<file path="config.mk">
export PLATFORM = sky130hd
export DESIGN_NAME = count_mode_controller
export DESIGN_NICKNAME = d
export VERILOG_FILES = /design/src/rtl/count_mode_controller.sv
export SDC_FILE = /design/constraint.sdc
export NUM_CORES = 1
export LEC_CHECK = 0
export CAP_MARGIN = 30
export CORE_ASPECT_RATIO = 1.2
export CORE_MARGIN = 4
export CORE_UTILIZATION = 54
export DETAILED_ROUTE_END_ITERATION = 10
export PLACE_DENSITY_LB_ADDON = 0.25
export SLEW_MARGIN = 0
export SYNTH_ARGS = -nofsm -noshare
export SYNTH_HDL_FRONTEND = slang
export SYNTH_SLANG_ARGS = --single-unit
</file>
<file path="constraint.sdc">
create_clock -name clock -period 2.3 [get_ports clock]
set_input_delay 0.46 -clock clock [delete_from_list [all_inputs] [get_ports clock]]
set_output_delay 0.46 -clock clock [all_outputs]
set_load 0.05 [all_outputs]
</file>
<file path="src/rtl/count_mode_controller.sv">
// Run-length controlled counter: counts N steps in one of four latched modes,
// then pulses done. A stop request ends a run early and flags aborted.
module count_mode_controller #(
    parameter int DIGITS = 4,
    parameter int MAX    = 16
) (
    input  logic              clock,
    input  logic              reset_n,
    input  logic              start,
    input  logic              stop,
    input  logic [1:0]        mode,
    input  logic [7:0]        cycles,
    output logic [DIGITS-1:0] count,
    output logic              dir,
    output logic              busy,
    output logic              done,
    output logic              aborted
);

    typedef enum logic [1:0] {IDLE, RUN, DONE} state_t;

    localparam logic [DIGITS-1:0] TOP  = DIGITS'(MAX - 1);
    localparam logic [DIGITS-1:0] TOP1 = DIGITS'(MAX - 2);
    localparam logic [DIGITS-1:0] ONE  = DIGITS'(1);

    state_t            state_q, state_d;
    logic [DIGITS-1:0] count_q, count_d;
    logic              dir_q, dir_d;
    logic              busy_q, busy_d;
    logic              done_q, done_d;
    logic              aborted_q, aborted_d;
    logic [1:0]        mode_q, mode_d;
    logic [7:0]        remaining_q, remaining_d;

    logic [DIGITS-1:0] adv_count;
    logic              adv_dir;

    // One count step in the latched mode.
    always_comb begin
        adv_count = count_q;
        adv_dir   = dir_q;
        case (mode_q)
            2'b00: adv_count = (count_q == TOP) ? '0 : count_q + ONE;
            2'b01: adv_count = {~count_q[0], count_q[DIGITS-1:1]};
            2'b10: begin
                if (!dir_q) begin
                    if (count_q == TOP) begin
                        adv_dir   = 1'b1;
                        adv_count = TOP1;
                    end else begin
                        adv_count = count_q + ONE;
                    end
                end else begin
                    if (count_q == '0) begin
                        adv_dir   = 1'b0;
                        adv_count = ONE;
                    end else begin
                        adv_count = count_q - ONE;
                    end
                end
            end
            default: adv_count = count_q;
        endcase
    end

    always_comb begin
        state_d     = state_q;
        count_d     = count_q;
        dir_d       = dir_q;
        aborted_d   = aborted_q;
        mode_d      = mode_q;
        remaining_d = remaining_q;
        case (state_q)
            IDLE: begin
                if (start) begin
                    count_d     = '0;
                    dir_d       = 1'b0;
                    aborted_d   = 1'b0;
                    mode_d      = mode;
                    remaining_d = cycles;
                    state_d     = (cycles != 8'd0) ? RUN : DONE;
                end
            end
            RUN: begin
                // The final step takes precedence over a simultaneous stop.
                if (remaining_q == 8'd1) begin
                    count_d     = adv_count;
                    dir_d       = adv_dir;
                    remaining_d = 8'd0;
                    state_d     = DONE;
                end else if (stop) begin
                    aborted_d = 1'b1;
                    state_d   = DONE;
                end else begin
                    count_d     = adv_count;
                    dir_d       = adv_dir;
                    remaining_d = remaining_q - 8'd1;
                end
            end
            DONE:    state_d = IDLE;
            default: state_d = IDLE;
        endcase
        busy_d = (state_d == RUN);
        done_d = (state_d == DONE);
    end

    always_ff @(posedge clock) begin
        if (!reset_n) begin
            state_q     <= IDLE;
            count_q     <= '0;
            dir_q       <= 1'b0;
            busy_q      <= 1'b0;
            done_q      <= 1'b0;
            aborted_q   <= 1'b0;
            mode_q      <= 2'b00;
            remaining_q <= 8'd0;
        end else begin
            state_q     <= state_d;
            count_q     <= count_d;
            dir_q       <= dir_d;
            busy_q      <= busy_d;
            done_q      <= done_d;
            aborted_q   <= aborted_d;
            mode_q      <= mode_d;
            remaining_q <= remaining_d;
        end
    end

    assign count   = count_q;
    assign dir     = dir_q;
    assign busy    = busy_q;
    assign done    = done_q;
    assign aborted = aborted_q;

endmodule

</file>
After elaboration in Yosys (flattened, before gate mapping)
Cells that the tools add are included.
W data, S select, Z words.
{"block": "word_totals", "reg_bits": 20, "in_bits": 14, "out_inout_bits": 8, "word_cells": 60}
{"block": "classes", "add_sub_neg": 3, "eq_ne": 11, "mux": 29, "bitwise_logic": 1, "reduce_logical": 8}
{"operator": "$mux W4", "count": 7}
{"operator": "$mux W8", "count": 3}
{"operator": "$pmux W8 S2", "count": 1}
{"operator": "$pmux W4 S3", "count": 1}
{"operator": "$mux W1", "count": 9}
{"operator": "$eq A8 B1 Y1 const B", "count": 1}
{"operator": "$mux W2", "count": 4}
{"operator": "$pmux W4 S2", "count": 1}
{"operator": "$reduce_bool A8 Y1", "count": 1}
{"operator": "$sub A8 B1 Y8 const B", "count": 1}
{"operator": "$eq A2 B1 Y1 const B", "count": 3}
{"operator": "$ne A2 B2 Y1 const B", "count": 3}
{"operator": "$add A4 B1 Y4 const B", "count": 1}
{"operator": "$eq A2 B2 Y1 const B", "count": 2}
{"operator": "$eq A4 B4 Y1 const B", "count": 1}
{"operator": "$logic_not A2 Y1", "count": 2}
{"operator": "$logic_not A4 Y1", "count": 1}
{"operator": "$pmux W1 S2", "count": 2}
{"operator": "$pmux W2 S2", "count": 1}
{"operator": "$reduce_and A4 Y1", "count": 1}
{"operator": "$sub A4 B1 Y4 const B", "count": 1}
{"operator": "$ne A3 B3 Y1 const B", "count": 1}
{"operator": "$reduce_and A3 Y1", "count": 1}
{"operator": "$reduce_and A2 Y1", "count": 1}
{"operator": "2 further kinds", "count": 2}

Depth between registers and ports, before layout
{"block": "depth", "depth_word": 7, "ltp_mapped": 7, "mapped_depth_nobuf": 6}

Worst setup path after synthesis
Ideal clock, no wire load.
{"block": "synth_path", "path_kind": "reg2reg", "from": "register count_q[0], in the netlist count[0]", "to": "register count_q[3], in the netlist count[3]", "setup_ps": 87, "arrival_ps": 1966, "t_required_ps": 2213, "path_slack_ps": 247, "path_stages_with_launch": 6, "path_buffers": 0, "synth_period_minus_slack_ps": 2053, "path_cell_list": "dfxtp_1 -> inv_1 -> ha_1 -> or4b_1 -> and4b_1 -> o31ai_1"}
{"block": "synth_between", "elab_chain_len": 7, "word_cells_on_any_way": 13, "cone_classes": "add/sub: 2; eq/ne: 1; mux: 8; bitwise: 1; reduce/logical: 1"}
{"element": "start, declared", "line": "27", "text": "logic [DIGITS-1:0] count_q, count_d;"}
{"element": "start signal, assigned", "line": "119", "text": "count_q <= count_d;"}
{"element": "$add A4 B1 Y4, or another cell as far along", "line": "43, 51"}
{"element": "$mux W4, on equally long branches", "line": "47, 54"}
{"element": "$mux W4", "line": "46", "text": "if (!dir_q) begin"}
{"element": "$pmux W4 S3 *", "line": "42", "text": "case (mode_q)"}
{"element": "$mux W4", "line": "91", "text": "end else if (stop) begin"}
{"element": "$mux W4 *", "line": "86", "text": "if (remaining_q == 8'd1) begin"}
{"element": "$pmux W4 S2 *", "line": "73", "text": "case (state_q)"}
Every way passes the cells marked *; elsewhere a longest branch is shown, timed or not. The select of a mux whose other input is x is not followed.
A chain may end at the register's enable or synchronous reset.

Worst setup path in the final report
{"block": "layout_path", "from": "register count_q[1], in the netlist count[1]", "to": "output count[1]"}
{"element": "end, declared", "line": "13", "text": "output logic [DIGITS-1:0] count,"}
No word-level cell between the ends.

==> metrics <==
status finished clean; R2R depth 4; vias in the first global route 1,464; type of origin of the critical path register; GRT overflow 0; DRC 0; nets 232; Final Cell Area 0.00180 mm²; antenna viol nets, final 0; share of the synthesized area in the top cell type 27.2%; # placed instances 238; initial antenna violation count 0; largest family of logic cells by synthesized area compound AO/OA/AOI/OAI gates; Worst VDD drop 535 µV; Place WS 0.188 ns; GRT Overall Usage 21.9%; Hold Path Cell Cnt 2; CP endpoint kind primary output; combinational share of power between 30 and 40%; worst hold path class reg2reg; Mapped Cells between 150 and 200; fillers 225; gpl congestion 0.890; first-pass GRT wire length 6.48 mm; DRT iter0 DRCs 101; final slew viol count 0; Mapped Nets 208; clock buffer depth 2; worst setup margin around 0.13 ns; area leader, netlist dfxtp_1; Fin Hold WS ~0.48 ns; RSZ-0062 raised after global routing false; vias per inst 6.41; H-tree depth 1; # rows 20; Ports 22; Clock Power Share just under 30%; Top FF cell, synth dfxtp_1; Largest stage delay, worst path 0.87 ns; Finished Layout Cells 242; Post-synth ARST share 0%; cell-internal power 0.675 mW; sequential area share after synthesis between 20 and 30%; post-synthesis mux area share 0%; clk slew on worst S/H paths 0.12 ns; layout cells sized above 1 9.57%; Seq cells post-synth 20; root buffer cell clkbuf_4; simple-gate share of the synthesized area 24.3%; Syn Area/Cell between 7 and 8 µm²; CP Max Fanout 9; starting density of the core 57.2%; top-count cell post-synth dfxtp_1; post-CTS setup buffers 0; CTS Hold Buffers Added 0; sequential share of power 40.8%; cell family with most CP delay buffers and inverters; area occupied by multi-input gates about 990 µm²; Psw 0.322 mW; Fin Setup TNS 0 ns; Max-Cap Viols 0; Worst Hold Launch aborted; Reg-to-Reg Start remaining_q[2]; compound-cell area share of the yosys netlist 34.9%; Crit-path slowest cell clkdlybuf4s50_1; cts repair resizes 0; wire per inst 16.5 µm; final hold vios 0; Layout area overhead 21.8%; CP startpoint count[1]; CTS Buf Count 3; CTS tree yes; Die Wd 55.7 µm; Setup violations, final 0; Crit path buffers/inverters 1; Pre-antenna DRT Iters 4; number of flops mapped to enable cells by yosys 0; Yosys cell types 50; Placed Area 0.00174 mm²; PortBufs 21; Antenna diodes 0; yosys warns 0; Critical Path RT 1.84 ns; largest net degree at the start of global routing 16; Die Ht roughly 65 µm; fin crit share 94.4%; Storage cell area around 400 µm²; Synth Area in XOR/XNOR 1.19%; full die area 0.00363 mm²; Critical Path AT around 1.7 ns; Post-Synth Adder-Cell Area around 6.8%; mapped cell area 0.00147 mm²; WL final 3.98 mm; Slew HR 58.4%; Tmin final about 2.2 ns; most common library cells after synthesis 20 x dfxtp_1, 15 x nor2_1, 14 x a21oi_1; Leakage Power around 0.7 nW; Pwr Density between 500 and 600 mW/mm²; CTS Sinks 20; CP Cell Sequence clkdlybuf4s50_1; Clock Latency Late Sink 0.31 ns; skew final 0.00652 ns; Worst Tran Pin Value 0.623 ns; CP Class reg2out; Placeable Area roughly 0.0026 mm²; sw frac 32.3%; CP Depth 1; Total Power ~1.0 mW; Area contributors post-synth dfxtp_1 27%, ha_1 6.8%, a21oi_1 4.8%, a211oi_1 4.1%, o211ai_1 4.1%; Peak Freq 461 MHz; Final Util a little over two thirds; routed via count 1,552; Post-DP HPWL 3.08 mm
-- state kept, by name, indices dropped and copies added (netlist names) --
name         count
aborted          1
busy             1
count            4
dir              1
done             1
mode_q           2
remaining_q      8
state_q          2
-- kinds of logic after synthesis --
group / after synthesis
AO/OA/AOI/OAI: 73
buffers and inverters: 22
XOR/XNOR: 2
adder cells (fa/ha/maj): 8
AND/OR/NAND/NOR: 61
flip-flops: 20
-- worst paths after layout --
check                           slack (ns)  endpoint
worst min-delay path                  0.48   aborted
worst max-delay path                  0.13  count[1]
worst max register to register        0.29  count[3]
worst min register to register        0.48   aborted
-- metal layers --
layer	vias up	track usage, %	part of all wire (%)
met1	745	24.1	40
met5	-	0	0
met3	8	2.55	4.4
met2	50	42.3	54
met4	0	8.51	1.5
li1	749	-	-
-- power by group through the flow --
| stage | combinational, mW | clock [mW] | sequential [mW] |
|---|---|---|---|
| final | 0.303 | 0.288 | 0.407 |
| after global routing | 0.328 | 0.307 | 0.411 |
| after CTS | 0.301 | 0.291 | 0.406 |
| after detailed placement | 0.299 | 0 | 0.413 |
| after global placement | 0.290 | 0 | 0.414 |
| after floorplan | 0.192 | 0 | 0.420 |
-- final cells by class --
class | count | area share (%)
Clock buffer | 3 | 1.25
Clock inverter | 1 | 1.67
Inverter | 13 | 2.72
Multi-Input combinational cell | 144 | 55.1
Sequential cell | 20 | 22.3
Tap cell | 33 | 2.30
Timing Repair Buffer | 28 | 14.6
-- cells in the final DEF, fill, tap and decap left out, drive strengths merged, types with 9 or more instances in the layout --
cell | Yosys | routed
nand2b | 9 | 9
nand2 | 13 | 13
dfxtp | 20 | 20
clkdlybuf4s50 | 0 | 21
a21oi | 15 | 15
inv | 12 | 12
o21ai | 10 | 10
nor2 | 15 | 15
Power figures use the tool's default switching activity.
